--- config.mk ---
export PLATFORM = sky130hd
export DESIGN_NAME = eeprom_mirror_capture
export DESIGN_NICKNAME = d
export VERILOG_FILES = /design/src/rtl/eeprom_mirror_capture.sv
export SDC_FILE = /design/constraint.sdc
export NUM_CORES = 1
export LEC_CHECK = 0
export CAP_MARGIN = 15
export CORE_MARGIN = 4
export CORE_UTILIZATION = 58
export DETAILED_ROUTE_END_ITERATION = 10
export GPL_ROUTABILITY_DRIVEN = 0
export GPL_TIMING_DRIVEN = 0
export PLACE_DENSITY = 0.78
export SYNTH_ARGS = -nofsm -noshare
export SYNTH_HDL_FRONTEND = slang
export SYNTH_SLANG_ARGS = --single-unit
--- constraint.sdc ---
create_clock -name SClk -period 5 [get_ports SClk]
set_input_delay 1 -clock SClk [delete_from_list [all_inputs] [get_ports SClk]]
set_output_delay 1 -clock SClk [all_outputs]
set_load 0.01 [all_outputs]
--- src/rtl/eeprom_mirror_capture.sv ---
// Rebuilds write/erase command frames from the EEPROM mirror stream and
// queues them in a first-word-fall-through FIFO for the flash bridge.
module eeprom_mirror_capture #(
  parameter int Depth = 4
) (
  input  logic                    SClk,
  input  logic                    Reset,
  input  logic                    SPIDo,
  input  logic                    SPISel,
  input  logic                    SPIClkRunning,
  input  logic                    FrameReady,
  input  logic                    ClearFlags,
  output logic                    FrameValid,
  output logic [15:0]             FrameCommand,
  output logic [15:0]             FrameData,
  output logic                    FrameLong,
  output logic [$clog2(Depth):0]  FrameCount,
  output logic                    FrameError,
  output logic                    FrameOverflow
);

  localparam int AW = $clog2(Depth);
  localparam int CW = AW + 1;
  localparam logic [CW-1:0] DEPTH_C    = CW'(Depth);
  localparam logic [CW-1:0] CNT_ONE    = CW'(1);
  localparam logic [CW-1:0] CNT_ZERO   = CW'(0);
  localparam logic [AW-1:0] PTR_ONE    = AW'(1);
  localparam logic [AW-1:0] PTR_ZERO   = AW'(0);
  localparam logic [5:0]    BITS_NONE  = 6'd0;
  localparam logic [5:0]    BITS_SHORT = 6'd16;
  localparam logic [5:0]    BITS_LONG  = 6'd32;
  localparam logic [5:0]    BITS_MAX   = 6'd33;

  logic          armed_r;
  logic          prev_sel_r;
  logic [31:0]   shift_r;
  logic [5:0]    bit_cnt_r;

  logic [15:0]   cmd_mem_r  [Depth];
  logic [15:0]   dat_mem_r  [Depth];
  logic          long_mem_r [Depth];
  logic [AW-1:0] wr_ptr_r;
  logic [AW-1:0] rd_ptr_r;
  logic [CW-1:0] count_r;
  logic          valid_r;
  logic          error_r;
  logic          overflow_r;

  logic          frame_end_s;
  logic          sample_s;
  logic          good_s;
  logic          bad_s;
  logic          long_s;
  logic [15:0]   cmd_s;
  logic [15:0]   dat_s;
  logic          pop_s;
  logic          full_s;
  logic          push_s;
  logic          drop_s;
  logic [CW-1:0] count_nxt_s;

  // Frame boundary detection and decode of the bits collected so far.
  always_comb begin
    frame_end_s = armed_r & ~prev_sel_r & SPISel;
    sample_s    = armed_r & ~SPISel & SPIClkRunning;
    good_s      = 1'b0;
    bad_s       = 1'b0;
    long_s      = 1'b0;
    cmd_s       = 16'h0000;
    dat_s       = 16'h0000;
    case (bit_cnt_r)
      BITS_SHORT: begin
        good_s = frame_end_s;
        cmd_s  = shift_r[15:0];
      end
      BITS_LONG: begin
        good_s = frame_end_s;
        long_s = 1'b1;
        cmd_s  = shift_r[31:16];
        dat_s  = shift_r[15:0];
      end
      BITS_NONE: begin
        bad_s = 1'b0;
      end
      default: begin
        bad_s = frame_end_s;
      end
    endcase
  end

  // Queue control: a full queue still accepts a push when the head leaves on the same edge.
  always_comb begin
    pop_s  = valid_r & FrameReady;
    full_s = (count_r == DEPTH_C);
    push_s = good_s & (~full_s | pop_s);
    drop_s = good_s & full_s & ~pop_s;
    case ({push_s, pop_s})
      2'b10:   count_nxt_s = count_r + CNT_ONE;
      2'b01:   count_nxt_s = count_r - CNT_ONE;
      default: count_nxt_s = count_r;
    endcase
  end

  // Arming: stay deaf until select has been seen idle, so a frame cut by reset is never half-captured.
  always_ff @(posedge SClk) begin
    if (Reset) begin
      armed_r    <= 1'b0;
      prev_sel_r <= 1'b1;
    end else begin
      prev_sel_r <= SPISel;
      if (SPISel) begin
        armed_r <= 1'b1;
      end else begin
        armed_r <= armed_r;
      end
    end
  end

  // Deserializer: MSB-first shift with a saturating bit counter, cleared at every frame end.
  always_ff @(posedge SClk) begin
    if (Reset) begin
      shift_r   <= 32'h0000_0000;
      bit_cnt_r <= BITS_NONE;
    end else if (frame_end_s) begin
      shift_r   <= 32'h0000_0000;
      bit_cnt_r <= BITS_NONE;
    end else if (sample_s) begin
      shift_r   <= {shift_r[30:0], SPIDo};
      bit_cnt_r <= (bit_cnt_r == BITS_MAX) ? BITS_MAX : (bit_cnt_r + 6'd1);
    end else begin
      shift_r   <= shift_r;
      bit_cnt_r <= bit_cnt_r;
    end
  end

  // Entry storage and pointers; storage clears on reset so the head reads zero.
  always_ff @(posedge SClk) begin
    if (Reset) begin
      for (int i = 0; i < Depth; i++) begin
        cmd_mem_r[i]  <= 16'h0000;
        dat_mem_r[i]  <= 16'h0000;
        long_mem_r[i] <= 1'b0;
      end
      wr_ptr_r <= PTR_ZERO;
      rd_ptr_r <= PTR_ZERO;
    end else begin
      if (push_s) begin
        cmd_mem_r[wr_ptr_r]  <= cmd_s;
        dat_mem_r[wr_ptr_r]  <= dat_s;
        long_mem_r[wr_ptr_r] <= long_s;
        wr_ptr_r             <= wr_ptr_r + PTR_ONE;
      end else begin
        wr_ptr_r <= wr_ptr_r;
      end
      if (pop_s) begin
        rd_ptr_r <= rd_ptr_r + PTR_ONE;
      end else begin
        rd_ptr_r <= rd_ptr_r;
      end
    end
  end

  // Occupancy and the registered not-empty flag.
  always_ff @(posedge SClk) begin
    if (Reset) begin
      count_r <= CNT_ZERO;
      valid_r <= 1'b0;
    end else begin
      count_r <= count_nxt_s;
      valid_r <= (count_nxt_s != CNT_ZERO);
    end
  end

  // Sticky flags: a set event on the same edge as a clear wins.
  always_ff @(posedge SClk) begin
    if (Reset) begin
      error_r    <= 1'b0;
      overflow_r <= 1'b0;
    end else begin
      if (bad_s) begin
        error_r <= 1'b1;
      end else if (ClearFlags) begin
        error_r <= 1'b0;
      end else begin
        error_r <= error_r;
      end
      if (drop_s) begin
        overflow_r <= 1'b1;
      end else if (ClearFlags) begin
        overflow_r <= 1'b0;
      end else begin
        overflow_r <= overflow_r;
      end
    end
  end

  assign FrameValid    = valid_r;
  assign FrameCount    = count_r;
  assign FrameCommand  = cmd_mem_r[rd_ptr_r];
  assign FrameData     = dat_mem_r[rd_ptr_r];
  assign FrameLong     = long_mem_r[rd_ptr_r];
  assign FrameError    = error_r;
  assign FrameOverflow = overflow_r;

endmodule

* After elaboration in Yosys (flattened, before gate mapping)
Memories as Yosys holds them, arrays and structs flattened. A register that Yosys moved wholly into a read port is not among the register bits.
Cells that the tools add are included.
** Storage, ports and cells
- Flip-flop bits (word level) :: 50
- Bits in latches :: 0
- Bits in writable memories :: 132
- Bits in read-only memories :: 0
- Input bits :: 7
- Output and inout bits :: 39
- Logic and storage cells :: 77
- Memories kept :: 3
** Cells by class
- Add/subtract/negate cells :: 5
- Multipliers :: 0
- Divide/modulo/power cells :: 0
- Magnitude comparators :: 0
- Equal/unequal tests :: 6
- Shifts and indexed selects :: 0
- Mux-type cells :: 30
- Bitwise operators :: 13
- Reductions and logical operators :: 10
** Memories
- cmd_mem_r :: words 4, bits a word 16, rd ports 1, clocked after Yosys merged registers in 1, write ports 4, line 39 : logic [15:0] cmd_mem_r [Depth];
- dat_mem_r :: words 4, bits a word 16, rd ports 1, clocked after Yosys merged registers in 1, write ports 4, line 40 : logic [15:0] dat_mem_r [Depth];
- long_mem_r :: words 4, bits a word 1, rd ports 1, clocked after Yosys merged registers in 1, write ports 4, line 41 : logic long_mem_r [Depth];
** Operators by type and width (count)
- $mux 16 :: 3
- $pmux 16 s2 :: 1
- $reduce_or 16->1 :: 2
- $mux 2 :: 9
- $mux 1 :: 15
- $eq 6x6->1 const B :: 2
- $and 1x1->1 :: 8
- $add 6x1->6 const B :: 1
- $eq 6x5->1 const B :: 1
- $logic_not 6->1 :: 1
- $mux 6 :: 1
- $pmux 3 s2 :: 1
- $add 2x1->2 const B :: 2
- $not 1->1 :: 4
- $reduce_bool 2->1 :: 2
- $reduce_or 2->1 :: 2
- $add 3x1->3 const B :: 1
- $eq 3x3->1 const B :: 1
- $reduce_bool 3->1 :: 1
- $reduce_or 3->1 :: 1
- $sub 3x1->3 const B :: 1
- $eq 2x1->1 const B :: 1
- $eq 2x2->1 const B :: 1
- $or 1x1->1 :: 1
- $reduce_or 1->1 :: 1

* Logic depth before layout (Yosys ltp)
- Word-level depth :: 10
- Mapped depth :: 11
- Gate-level depth less buffers :: 10

* Least setup slack after synthesis
Ideal clock, no wire load.
- Path kind :: in2reg
- From :: input SPISel
- To :: memory cmd_mem_r[3][0] (enable)
- Library setup time :: 0.430 ns
- Data arrival time :: 3.250 ns
- Required time :: 4.570 ns
- Path slack :: 1.320 ns
- Stages :: 4
- Buffers on the path :: 0
- Path through :: nand3b_1 > nor3_1 > nand3_1 > o21bai_1
** RTL lines
- start, declared :: line 9 : input logic SPISel,
- end, declared :: line 39

==> impl_metrics.yaml <==
run_status:
  outcome: "finished clean"
pwr:
  power_leakage_nw: 3.116
  worst_ir_drop_on_vdd_mv: 0.2191
  pwr_density_cell_nw_per_um2: 349.1
  power_mw: 3.175
final_layout:
  syn_to_final_growth_pct: 17.81
  drive_gt1_share_pct: 13.10
  postLayoutCellArea_um2: 9095
  count_of_placed_standard_cells_in_the_final_layout_fillers_left_out: 844
  nNetsFinal: 670
  antenna_cells: 0
  postLayoutCoreUtil_pct: 70.92
  fill_cells: 886
  area.sequential_um2: 5005
  multi_input_area_um2: 2506
grt:
  groute.layer.met1.usage_pct: 30.53
  antenna_found_initial: 0
  grt_use_met2_pct: 40.27
  grt_max_degree: 29
  gr-total-overflow: 0
  global_route.peak_usage_layer: "met2"
  grt_pass1_wl_mm: 26.48
  gr-usage-all-layers_pct: 23.77
  globalRouteMet3Util_pct: 4.666
  grt_pass1_vias: 4989
timing:
  period_needed_ps: 3990
  slew_headroom_pct: 33.45
  setup_viol: 0
  final-max-slew-violation-count: 0
  finalHoldViolations: 0
  worst_margin_slew_ps: 995.7
  clock.fmax_mhz: 250.6
  worst_hold_slack_ps: 470.0
  setup_repair_after_global_routing_missed_its_margin: "false"
  final.period_utilization_pct: 79.80
  fin_skew_ps: 8.485
clocking:
  cts_setup_buffers: 0
  cts.sink_count: 184
  cts.clk_slew.worst_paths_ps: 60
  cts_tree: "built"
  htreeDepth: 4
  cts-buffers-inserted: 17
  max-clock-path-buffers: 2
  clock_insertion_delay_worst_skew_ps: 430
  cts_hold_buffers: 0
  root_buffer_master: "sky130_fd_sc_hd__clkbuf_16"
  cts-resized-gates: 0
synthesis:
  yosysTopAreaCell: "sky130_fd_sc_hd__edfxtp_1"
  ys_seq_area_share_pct: 64.83
  synth_area_um2: 7720
  synth-edff-count: 132
  yosys_register_bits: 184
  synth_most_common_cell: "sky130_fd_sc_hd__edfxtp_1"
  yosys.cell_types.count: 46
  postSynthCellCount: 591
  ys.warnings.count: 0
  synth_top_cells_by_area: "sky130_fd_sc_hd__edfxtp_1 51%, sky130_fd_sc_hd__dfxtp_1 13%, sky130_fd_sc_hd__mux4_2 9.6%"
  share_of_yosys_cell_area_claimed_by_the_top_area_cell_type_pct: 51.35
  synth_flop_cell: "sky130_fd_sc_hd__edfxtp_1"
  synth_area_per_cell_um2: 13.06
  async_flop_share_pct: 0
  netlist_top_cells_count: "132 x sky130_fd_sc_hd__edfxtp_1, 75 x sky130_fd_sc_hd__nand2_1, 66 x sky130_fd_sc_hd__nor2_1, 52 x sky130_fd_sc_hd__dfxtp_1, 49 x sky130_fd_sc_hd__and2_1"
  synthesized_nets: 602
route:
  routed-via-count: 4934
  detailedRoute.firstPassIterationCount: 5
  drt_iter0_drc: 456
  routed_via_density: 5.846
  routed_wirelength_mm: 16.82
  drc_errors: 0
  drt-wirelength-per-cell_um: 19.93
  final_antenna_net_count: 0
die:
  design.core.area_um2: 12820
  initial_utilization_pct: 60.20
  top_level_ports: 46
  die_area_um2: 15220
  std_cell_rows: 41
  die_h_um: 123.4
  dieWidth_um: 123.4
critical_path:
  worst-setup-path-type: "reg2out"
  timing.critical_path.fanout_max: 10
  critPathMaxStageDelay_ps: 730
  crit_arrival_ps: 2990
  cp_cell_sequence: "clkbuf_1 > buf_1 > mux4_2 > clkdlybuf4s50_1"
  end_kind: "output port"
  worstPathRequired_ps: 4000
  cp-start-kind: "flop"
  timing.critical_path.slowest_stage_cell: "sky130_fd_sc_hd__buf_1"
placement:
  placement.cell_area_um2: 8499
  half_perimeter_wire_length_after_detailed_placement_mm: 11.19
  numPortBuffers: 45
  dpl_cells: 812
hold_path:
  hold_path.class: "reg2reg"
flow_run:
  drv.max_cap_violation_count: 0
[critical path: cells and delay by family, from the launching register on]
kind | cells | cell delay (ps)
buf+inv | 3 | 1630
mux | 1 | 620
flops | 1 | 310
[stage by stage]
stage / setup TNS (ps) / setup slack, ps
2_1_floorplan: 0 / 1320
3_3_place_gp: -21860 / -666.4
3_5_place_dp: 0 / 978.1
4_1_cts: 0 / 929.3
5_1_grt: 0 / 790.1
6_report: 0 / 1010
[power breakdown]
group	leakage, nW	switching, mW	total [mW]	internal [mW]
sequential	1.67	0.0165	1.70	1.68
combinational	1.15	0.0655	0.124	0.0588
clock	0.298	0.544	1.35	0.805
[final timing paths]
kind           startpoint  slack [ps]         endpoint  cells past startpoint
max                  flop        1010    FrameData[12]                      4
max reg2reg  bit_cnt_r[4]        1870  cmd_mem_r[1][4]                      5
min           shift_r[31]         470      shift_r[31]                      2
min reg2reg   shift_r[31]         470      shift_r[31]                      2
[kinds of logic (layout without fill, tap and decap cells)]
| kind of cell | count (synthesis) | count (layout) | synth area share, % |
|---|---|---|---|
| mux | 33 | 33 | 9.627 |
| flops | 184 | 184 | 64.83 |
| simple gates | 239 | 239 | 15.61 |
| fa+ha+maj | 4 | 4 | 0.7456 |
| buf+inv | 56 | 137 | 2.950 |
| xor+xnor | 10 | 10 | 1.135 |
| compound gates | 65 | 65 | 5.105 |
[registers in the layout, summed over array words and instances (netlist names), named ones only]
signal	cells
cmd_mem_r	64
shift_r	32
FrameValid	1
rd_ptr_r	2
FrameError	1
bit_cnt_r	6
FrameCount	3
dat_mem_r	64
wr_ptr_r	2
FrameOverflow	1
long_mem_r	4
prev_sel_r	1
armed_r	1
[placed cells by master, fill, tap and decap left out, types with 3 or more instances in the layout]
cell	count
sky130_fd_sc_hd__buf_2	4
sky130_fd_sc_hd__nor2_1	66
sky130_fd_sc_hd__edfxtp_1	132
sky130_fd_sc_hd__buf_1	4
sky130_fd_sc_hd__clkbuf_16	19
sky130_fd_sc_hd__and2_1	49
sky130_fd_sc_hd__and3_1	15
sky130_fd_sc_hd__xor2_1	7
sky130_fd_sc_hd__xnor2_1	3
sky130_fd_sc_hd__clkdlybuf4s50_1	45
sky130_fd_sc_hd__clkbuf_1	27
sky130_fd_sc_hd__buf_4	3
sky130_fd_sc_hd__ha_1	3
sky130_fd_sc_hd__nand3_1	3
sky130_fd_sc_hd__dfxtp_1	52
sky130_fd_sc_hd__mux4_2	33
sky130_fd_sc_hd__nand2b_2	3
sky130_fd_sc_hd__nand4_1	4
sky130_fd_sc_hd__a22oi_1	17
sky130_fd_sc_hd__nand2_1	75
sky130_fd_sc_hd__clkinv_2	5
sky130_fd_sc_hd__o21ai_0	4
sky130_fd_sc_hd__inv_1	21
sky130_fd_sc_hd__a21oi_1	36
[layer usage]
layer	routed length, µm	part of all wire, %	up-vias
li1	-	-	2261
met1	6693	40	2457
met2	8781	52	182
met3	955	5.7	34
met4	387	2.3	0
met5	0	0	-
[layout make-up]
type,instances,share of cell area [%]
Buffer,35,1.637
Clock inverter,8,1.004
Inverter,21,0.8667
Sequential cell,184,55.03
Multi-Input combinational cell,351,27.56
Timing Repair Buffer,49,5.998
Tap cell,172,2.366
Clock buffer,24,5.544
No activity file was read; power rests on OpenSTA's default activity.
